==> src/rtl/mem_wb_writeback.sv <==
// rtl/mem_wb_writeback.sv - MEM/WB stage: load formatting, destination select, writeback FIFO
module mem_wb_writeback #(
    parameter int DEPTH = 2,
    parameter int CNT_W = 16
) (
    input  logic             clk,
    input  logic             rst_n,
    input  logic             in_valid,
    output logic             in_ready,
    input  logic [5:0]       opcode,
    input  logic [4:0]       rt,
    input  logic [4:0]       rd,
    input  logic             RegDst,
    input  logic             RegWrite,
    input  logic             MemToReg,
    input  logic [31:0]      alu_result,
    input  logic [31:0]      mem_read_data,
    output logic             wb_valid,
    input  logic             wb_ready,
    output logic [4:0]       wb_addr,
    output logic [31:0]      wb_data,
    output logic             misalign,
    output logic [CNT_W-1:0] retired_cnt
);

    localparam int AW = $clog2(DEPTH);

    logic [AW:0]  wr_ptr, rd_ptr, wr_ptr_nx, rd_ptr_nx;
    logic [4:0]   addr_mem [DEPTH];
    logic [31:0]  data_mem [DEPTH];
    logic         full, empty, accept, push, pop;
    logic [4:0]   dest;
    logic         is_half, misal_ld;
    logic [7:0]   sel_byte;
    logic [15:0]  sel_half;
    logic [31:0]  fmt_data, new_data;

    // Wrap bit distinguishes full from empty when the index bits match
    assign full     = (wr_ptr[AW] != rd_ptr[AW]) && (wr_ptr[AW-1:0] == rd_ptr[AW-1:0]);
    assign empty    = (wr_ptr == rd_ptr);
    assign in_ready = !full;
    assign wb_valid = !empty;

    assign accept   = in_valid && in_ready;
    assign dest     = RegDst ? rd : rt;
    assign is_half  = (opcode == 6'h21) || (opcode == 6'h25);
    assign misal_ld = MemToReg && is_half && alu_result[0];
    // Dropped instructions are still consumed; only useful writes occupy a slot
    assign push     = accept && RegWrite && (dest != 5'd0) && !misal_ld;
    assign pop      = wb_valid && wb_ready;

    assign wr_ptr_nx = wr_ptr + {{AW{1'b0}}, push};
    assign rd_ptr_nx = rd_ptr + {{AW{1'b0}}, pop};

    // Little-endian lane extraction for sub-word loads
    always_comb begin
        sel_byte = mem_read_data[7:0];
        case (alu_result[1:0])
            2'd0: sel_byte = mem_read_data[7:0];
            2'd1: sel_byte = mem_read_data[15:8];
            2'd2: sel_byte = mem_read_data[23:16];
            2'd3: sel_byte = mem_read_data[31:24];
            default: sel_byte = mem_read_data[7:0];
        endcase
        sel_half = alu_result[1] ? mem_read_data[31:16] : mem_read_data[15:0];
    end

    // Sign/zero extension by opcode; anything not a sub-word load takes the full word
    always_comb begin
        fmt_data = mem_read_data;
        case (opcode)
            6'h20:   fmt_data = {{24{sel_byte[7]}}, sel_byte};
            6'h24:   fmt_data = {24'd0, sel_byte};
            6'h21:   fmt_data = {{16{sel_half[15]}}, sel_half};
            6'h25:   fmt_data = {16'd0, sel_half};
            default: fmt_data = mem_read_data;
        endcase
        new_data = MemToReg ? fmt_data : alu_result;
    end

    // Storage array; contents are meaningless until written, so no reset
    always_ff @(posedge clk) begin
        if (push) begin
            addr_mem[wr_ptr[AW-1:0]] <= dest;
            data_mem[wr_ptr[AW-1:0]] <= new_data;
        end
    end

    // Pointers, sticky misalign flag and retire counter
    always_ff @(posedge clk or negedge rst_n) begin
        if (!rst_n) begin
            wr_ptr      <= '0;
            rd_ptr      <= '0;
            misalign    <= 1'b0;
            retired_cnt <= '0;
        end else begin
            wr_ptr <= wr_ptr_nx;
            rd_ptr <= rd_ptr_nx;
            if (accept && misal_ld) begin
                misalign <= 1'b1;
            end
            if (pop) begin
                retired_cnt <= retired_cnt + {{(CNT_W-1){1'b0}}, 1'b1};
            end
        end
    end

    // Registered head copy: tracks the next head, bypassing the array when the
    // incoming write becomes the head, and holds its last value when empty
    always_ff @(posedge clk or negedge rst_n) begin
        if (!rst_n) begin
            wb_addr <= 5'd0;
            wb_data <= 32'd0;
        end else if (wr_ptr_nx != rd_ptr_nx) begin
            if (push && (rd_ptr_nx == wr_ptr)) begin
                wb_addr <= dest;
                wb_data <= new_data;
            end else begin
                wb_addr <= addr_mem[rd_ptr_nx[AW-1:0]];
                wb_data <= data_mem[rd_ptr_nx[AW-1:0]];
            end
        end
    end

endmodule
==> config.mk <==
export PLATFORM = sky130hd
export DESIGN_NAME = mem_wb_writeback
export DESIGN_NICKNAME = d
export VERILOG_FILES = /design/src/rtl/mem_wb_writeback.sv
export SDC_FILE = /design/constraint.sdc
export NUM_CORES = 1
export LEC_CHECK = 0
export ABC_AREA = 1
export BUFFER_PORTS_ARGS = -buffer_cell sky130_fd_sc_hd__buf_4
export CAP_MARGIN = 20
export CORE_UTILIZATION = 50
export CTS_CLUSTER_DIAMETER = 120
export CTS_CLUSTER_SIZE = 10
export DETAILED_ROUTE_END_ITERATION = 10
export PLACE_DENSITY = 0.77
export SLEW_MARGIN = 5
export SYNTH_ARGS = -nofsm -noshare
export SYNTH_HDL_FRONTEND = slang
export SYNTH_SLANG_ARGS = --single-unit
==> constraint.sdc <==
create_clock -name clk -period 2.97 [get_ports clk]
set_clock_uncertainty 0.15 [all_clocks]
set_input_delay 0.1485 -clock clk [delete_from_list [all_inputs] [get_ports clk]]
set_output_delay 0.1485 -clock clk [all_outputs]
set_load 0.02 [all_outputs]
== Yosys cells after proc, flatten, opt, wreduce, memory -nomap -nowiden ==
Memories as Yosys holds them, arrays and structs flattened.
Cells that the tools add are included.
Cells by class
  add/sub/neg operators: 3
  multipliers: 0
  div/mod/pow operators: 0
  $lt $le $gt $ge: 0
  eq/ne operators: 12
  shift-type cells: 0
  mux-type cells: 9
  bitwise gates (word level): 0
  reduce and logical (&&, ||, !) cells: 16
Operators with widths (number)
  one-hot mux 32 bit (4 select lines): 1
  2-to-1 mux 32 bit: 2
  one-hot mux 8 bit (4 select lines): 1
  equality test 6 bit (second input constant): 4
  adder 16 x 1 -> 16 bit (second input constant): 1
  2-to-1 mux 16 bit: 1
  logical AND 1 bit: 10
  2-to-1 mux 5 bit: 2
  nonzero test 5 bit: 1
  adder 2 x 1 -> 2 bit: 2
  equality test 2 bit: 2
  equality test 2 bit (second input constant): 2
  logical NOT 1 bit: 3
  equality test 2 x 1 -> 1 bit (second input constant): 1
  logical NOT 2 bit: 1
  2-to-1 mux 1 bit: 2
  inequality test 2 bit: 1
  equality test 1 bit: 1
  logical OR 1 bit: 1
  inequality test 1 bit: 1
Word-level totals
  register bits after elaboration: 58
  latch bits: 0
  bits in writable memories: 74
  bits in read-only memories: 0
  word-level logic and storage cells: 48
  memories: 2
Memory list
  data_mem: depth 2, width 32, read ports 1, clocked after Yosys merged registers in 0, wr ports 1, line 30  | logic [31:0] data_mem [DEPTH];
  addr_mem: depth 2, width 5, read ports 1, clocked after Yosys merged registers in 0, wr ports 1, line 29  | logic [4:0] addr_mem [DEPTH];

== Longest topological paths before layout ==
  depth after elaboration: 9
  gate-level depth with buffers: 20
  mapped depth without buffers: 19

== Worst setup path before layout ==
No wires, ideal clock.
  path type: register to register
  start: register wr_ptr[0]
  end: register wb_addr[0]
  setup time: 66 ps
  arrival time: 3056 ps
  required time: 2754 ps
  slack: -302 ps
  cell stages (with the launch flop): 17
  clock period less this slack: 3272 ps
  cells stage by stage: dfrtp_1 inv_2 nand2_1 nand2_1 nand2_2 nand3_2 nor2_4 nand2_1 inv_1 ha_1 xor2_1 xnor2_1 nand2_1 inv_2 clkbuf_1 nand2_1 nand2_1
Between the ends
  longest elaborated chain between the ends: 9
  elaborated cells between the ends (all ways): 17
  classes of those cells: add/sub (2); eq/ne (4); mux (1); reduce/logical (9); memory (1)
Ends and longest elaborated chain
  start, declared: line 28  | logic [AW:0] wr_ptr, rd_ptr, wr_ptr_nx, rd_ptr_nx;
  start signal, assigned: line 97  | wr_ptr <= wr_ptr_nx;
  equality test 1 bit: line 39  | assign full = (wr_ptr[AW] != rd_ptr[AW]) && (wr_ptr[AW-1:0] == rd_ptr[AW-1:0]);
  logical AND 1 bit: line 39
  logical NOT 1 bit: line 41  | assign in_ready = !full;
  named net in_ready: line 9  | output logic in_ready,
  logical AND 1 bit: line 44  | assign accept = in_valid && in_ready;
  logical AND 1 bit (3 in a row): line 49  | assign push = accept && RegWrite && (dest != 5'd0) && !misal_ld;
  adder 2 x 1 -> 2 bit: line 52  | assign wr_ptr_nx = wr_ptr + {{AW{1'b0}}, push};
  named net wr_ptr_nx[1]: line 28
  inequality test 2 bit: line 114  | end else if (wr_ptr_nx != rd_ptr_nx) begin
  end signal, assigned: line 116  | wb_addr <= dest;
  end signal, assigned: line 119  | wb_addr <= addr_mem[rd_ptr_nx[AW-1:0]];
  end, declared: line 20  | output logic [4:0] wb_addr,
The timed path passes the listed nets, and every way through them passes these cells.
A chain may end at the register's enable or synchronous reset.

== Final worst setup path ==
  start: register wr_ptr[1]
  end: register wb_data[8]
Between the ends
  elaborated cells between the ends (all ways): 17
  classes of those cells: add/sub (2); eq/ne (4); mux (1); reduce/logical (9); memory (1)
RTL lines
  equality test 2 bit (*): line 40  | assign empty = (wr_ptr == rd_ptr);
  logical NOT 1 bit (*): line 42  | assign wb_valid = !empty;
  logical AND 1 bit (*): line 50  | assign pop = wb_valid && wb_ready;
  named net pop: line 31  | logic full, empty, accept, push, pop;
  adder 2 x 1 -> 2 bit (*): line 53  | assign rd_ptr_nx = rd_ptr + {{AW{1'b0}}, pop};
  named net rd_ptr_nx[0]: line 28
  equality test 2 bit: line 115  | if (push && (rd_ptr_nx == wr_ptr)) begin
  logical AND 1 bit: line 115
  2-to-1 mux 32 bit: line 115
  end signal, assigned: line 117  | wb_data <= new_data;
  end signal, assigned: line 120  | wb_data <= data_mem[rd_ptr_nx[AW-1:0]];
  end, declared: line 21  | output logic [31:0] wb_data,
Mark *: on every way through the listed nets, which the timed path passes. The rest lies on a longest branch.

==> results.sh <==
export IMPL_dr_first_iter_drc_count=444
export IMPL_final_antenna_net_count=0
export IMPL_timing_final_crit_share_pct=91.7
export IMPL_cp_start_kind="register"
export IMPL_drt_vias_per_instance=5.20
export IMPL_setup_ws_ps=248
export IMPL_place_ws_ps=286
export IMPL_synth_xor_area_share_pct=2.14
export IMPL_cts_tree="built"
export IMPL_p_leak_nw=4.42
export IMPL_yosys_cell_types_count=31
export IMPL_synth_mux_area_share_pct=5.33
export IMPL_grt_usage_pct=26.1
export IMPL_synth_top_family_by_area="simple AND/OR/NAND/NOR gates"
export IMPL_fin_crit_ps=2720
export IMPL_ctsResizeCount=0
export IMPL_grtUsageMet2_pct=42.8
export IMPL_die_h_um=120
export IMPL_io_buffers=142
export IMPL_fin_tns_setup_ps=0
export IMPL_top_usage_layer="met2"
export IMPL_slew_viol_final=0
export IMPL_first_global_vias=5835
export IMPL_max_freq_mhz=367
export IMPL_worst_ep_required_time_ps=3130
export IMPL_criticalPathCategory="reg2reg"
export IMPL_synth_compound_area_share_pct=4.02
export IMPL_maxCapViolCount=0
export IMPL_synth_enable_flop_cells=74
export IMPL_grt_pass1_wl_um=28600
export IMPL_holdBufCountCts=33
export IMPL_gp_congestion=0.871
export IMPL_ys_seq_area_share_pct=52.9
export IMPL_antenna_cells=0
export IMPL_wl_per_cell_um=15.4
export IMPL_cts_sinks=132
export IMPL_slew_headroom_pct=48.6
export IMPL_reg2reg_slack_ps=250
export IMPL_worstSetupEndpointType="register"
export IMPL_core_um2=13400
export IMPL_cts_root_buffer="clkbuf_16"
export IMPL_synth_area_um2=6950
export IMPL_hold_viol_final=0
export IMPL_cts_reportedPaths_clkPinSlew_ps=60
export IMPL_row_count=42
export IMPL_async_flop_share_pct=43.9
export IMPL_use_met3_pct=5.89
export IMPL_synthCells=801
export IMPL_cts_buffers=17
export IMPL_drive_above_1_share_pct=24.5
export IMPL_initial_utilization_pct=51.8
export IMPL_synth_adder_area_share_pct=0.720
export IMPL_clock_latency_ps=420
export IMPL_power_mw=9.17
export IMPL_dieArea_um2=14400
export IMPL_synth_flop_cell="edfxtp_1"
export IMPL_grt_start_max_net_pins=59
export IMPL_critPathArrivalTime_ps=2880
export IMPL_io_pins=143
export IMPL_drc=0
export IMPL_drt_total_wl_um=18000
export IMPL_h_tree_depth=4
export IMPL_ys_warn_count=0
export IMPL_areaGrowthSynthToFinish_pct=30.9
export IMPL_syn_num_nets=892
export IMPL_irDropWorstVdd_mv=1.00
export IMPL_critPathMaxFanout=32
export IMPL_setup_violations=0
export IMPL_grt_util_met1_pct=34.1
export IMPL_worst_pin_slew_ps=771
export IMPL_antenna_found_initial=0
export IMPL_synth_seq_cells=132
export IMPL_rsz0062_at_grt="no"
export IMPL_synth_simple_gate_area_share_pct=28.1
export IMPL_nNetsFinal=1066
export IMPL_post_cts_buffers=0
export IMPL_dieWidth_um=120
export IMPL_vias=6049
export IMPL_outcome="finished, final reports clean"
export IMPL_grt_overflow_total=0
export IMPL_first_pass_iters=6
export IMPL_powerDensity_nw_per_um2=1010
export IMPL_clock_path_buffers=2
export IMPL_dp_hpwl_um=11800
export IMPL_min_path_type="in2reg"
export IMPL_syn_avg_cell_area_um2=8.67
state kept, by name, indices dropped and copies added, names as in the netlist:
signal and count:
addr_mem 10, wb_addr 5, retired_cnt 16, wb_data 32
rd_ptr 2, misalign 1, data_mem 64, wr_ptr 2
cells in the final DEF (no fill, tap or decap), types with 2 or more instances in the layout:
cell,count
nor3_1,6
ha_1,2
inv_4,3
dlygate4sd3_1,33
or2_2,37
ha_2,2
clkinv_2,3
buf_4,156
inv_2,5
o21ai_0,17
nand4_1,9
nand3_2,4
a21oi_1,32
nand3_1,76
clkinv_1,2
nor3_2,2
nand2_2,2
nor2_1,31
edfxtp_1,74
nand2_1,273
inv_1,69
dfrtp_1,58
clkbuf_1,3
clkbuf_8,3
nor2_2,2
xor2_1,13
xnor2_1,4
mux2i_1,37
clkbuf_16,19
o21ai_1,5
logic make-up after synthesis:
family | Yosys count
adder cells (fa/ha/maj) | 4
AND/OR/NAND/NOR | 445
buffers and inverters | 111
AO/OA/AOI/OAI | 55
flip-flops | 132
multiplexers | 37
XOR/XNOR | 17
power by group:
| group | switching [mW] | internal, mW |
|---|---|---|
| clock network | 0.752 | 1.32 |
| registers | 0.284 | 2.52 |
| logic | 2.67 | 1.64 |
layer usage:
| layer | part of all wire [%] | wire, um |
|---|---|---|
| met1 | 43 | 7730 |
| met4 | 2.2 | 389 |
| met5 | 0 | 0 |
| met3 | 6.5 | 1170 |
| met2 | 48 | 8670 |
area by class of cell:
cell class                 count  area (um^2)
fill                        1082         4310
sequential                   132         3670
multi-input combinational    558         2800
timing repair buffer         190         1520
clock buffer                  25          528
inverter                      76          285
tap                          176          220
clock inverter                 7         63.8
worst max-delay path, cell delays in order (launching register included):
cell	delay (ps)
dfrtp_1	420
inv_2	80
nand2_1	40
nand2_1	90
inv_1	40
nand2_1	100
nand2_2	70
inv_1	100
ha_2	370
xor2_1	180
nor2_2	260
nand3_2	160
inv_2	90
buf_12	190
nand3_1	120
nand2_1	100
nand2_1	50
synth_stat cells, types with 2 or more instances:
library cell / instances / area, um^2
nand3_1: 76 / 380
xnor2_1: 4 / 35.0
clkinv_1: 2 / 7.51
nor3_2: 2 / 20.0
ha_1: 4 / 50.1
buf_6: 4 / 45.0
nor3_1: 6 / 30.0
a21oi_1: 32 / 160
o21ai_1: 5 / 25.0
inv_1: 69 / 259
mux2i_1: 37 / 370
o21ai_0: 17 / 85.1
nand2_1: 273 / 1020
buf_2: 12 / 60.1
buf_4: 4 / 30.0
nand4_1: 9 / 56.3
or2_2: 37 / 231
nor2_1: 31 / 116
inv_2: 5 / 18.8
nand2_2: 2 / 12.5
edfxtp_1: 74 / 2220
clkbuf_1: 13 / 48.8
nand3_2: 4 / 40.0
dfrtp_1: 58 / 1450
buf_1: 2 / 7.51
nor2_2: 2 / 12.5
xor2_1: 13 / 114
final timing paths:
check	from	to	cells after the start
setup / recovery	wr_ptr[1]$_DFF_PN0_	wb_data[8]$_DFFE_PN0P_	16
hold / removal	rt[2]	addr_mem[0][2]$_DFFE_PP_	3
setup reg to reg	wr_ptr[1]$_DFF_PN0_	wb_data[8]$_DFFE_PN0P_	16
hold reg to reg	misalign$_DFFE_PN0P_	misalign$_DFFE_PN0P_	1
max in group asynchronous	rst_n	wb_data[6]$_DFFE_PN0P_	2
min in group asynchronous	rst_n	wb_data[8]$_DFFE_PN0P_	2
per-stage QoR:
step,cells,instance area [um^2],util [%],hold slack (ps)
final,1164,9090,67.9,36.3
after global routing,1164,9090,67.9,37.6
after CTS,1164,9090,67.9,12.8
after detailed placement,1099,8170,61.0,139
after global placement,1099,8170,61.0,133
after floorplan,801,6950,-,-297
No activity file was read; power rests on OpenSTA's default activity.
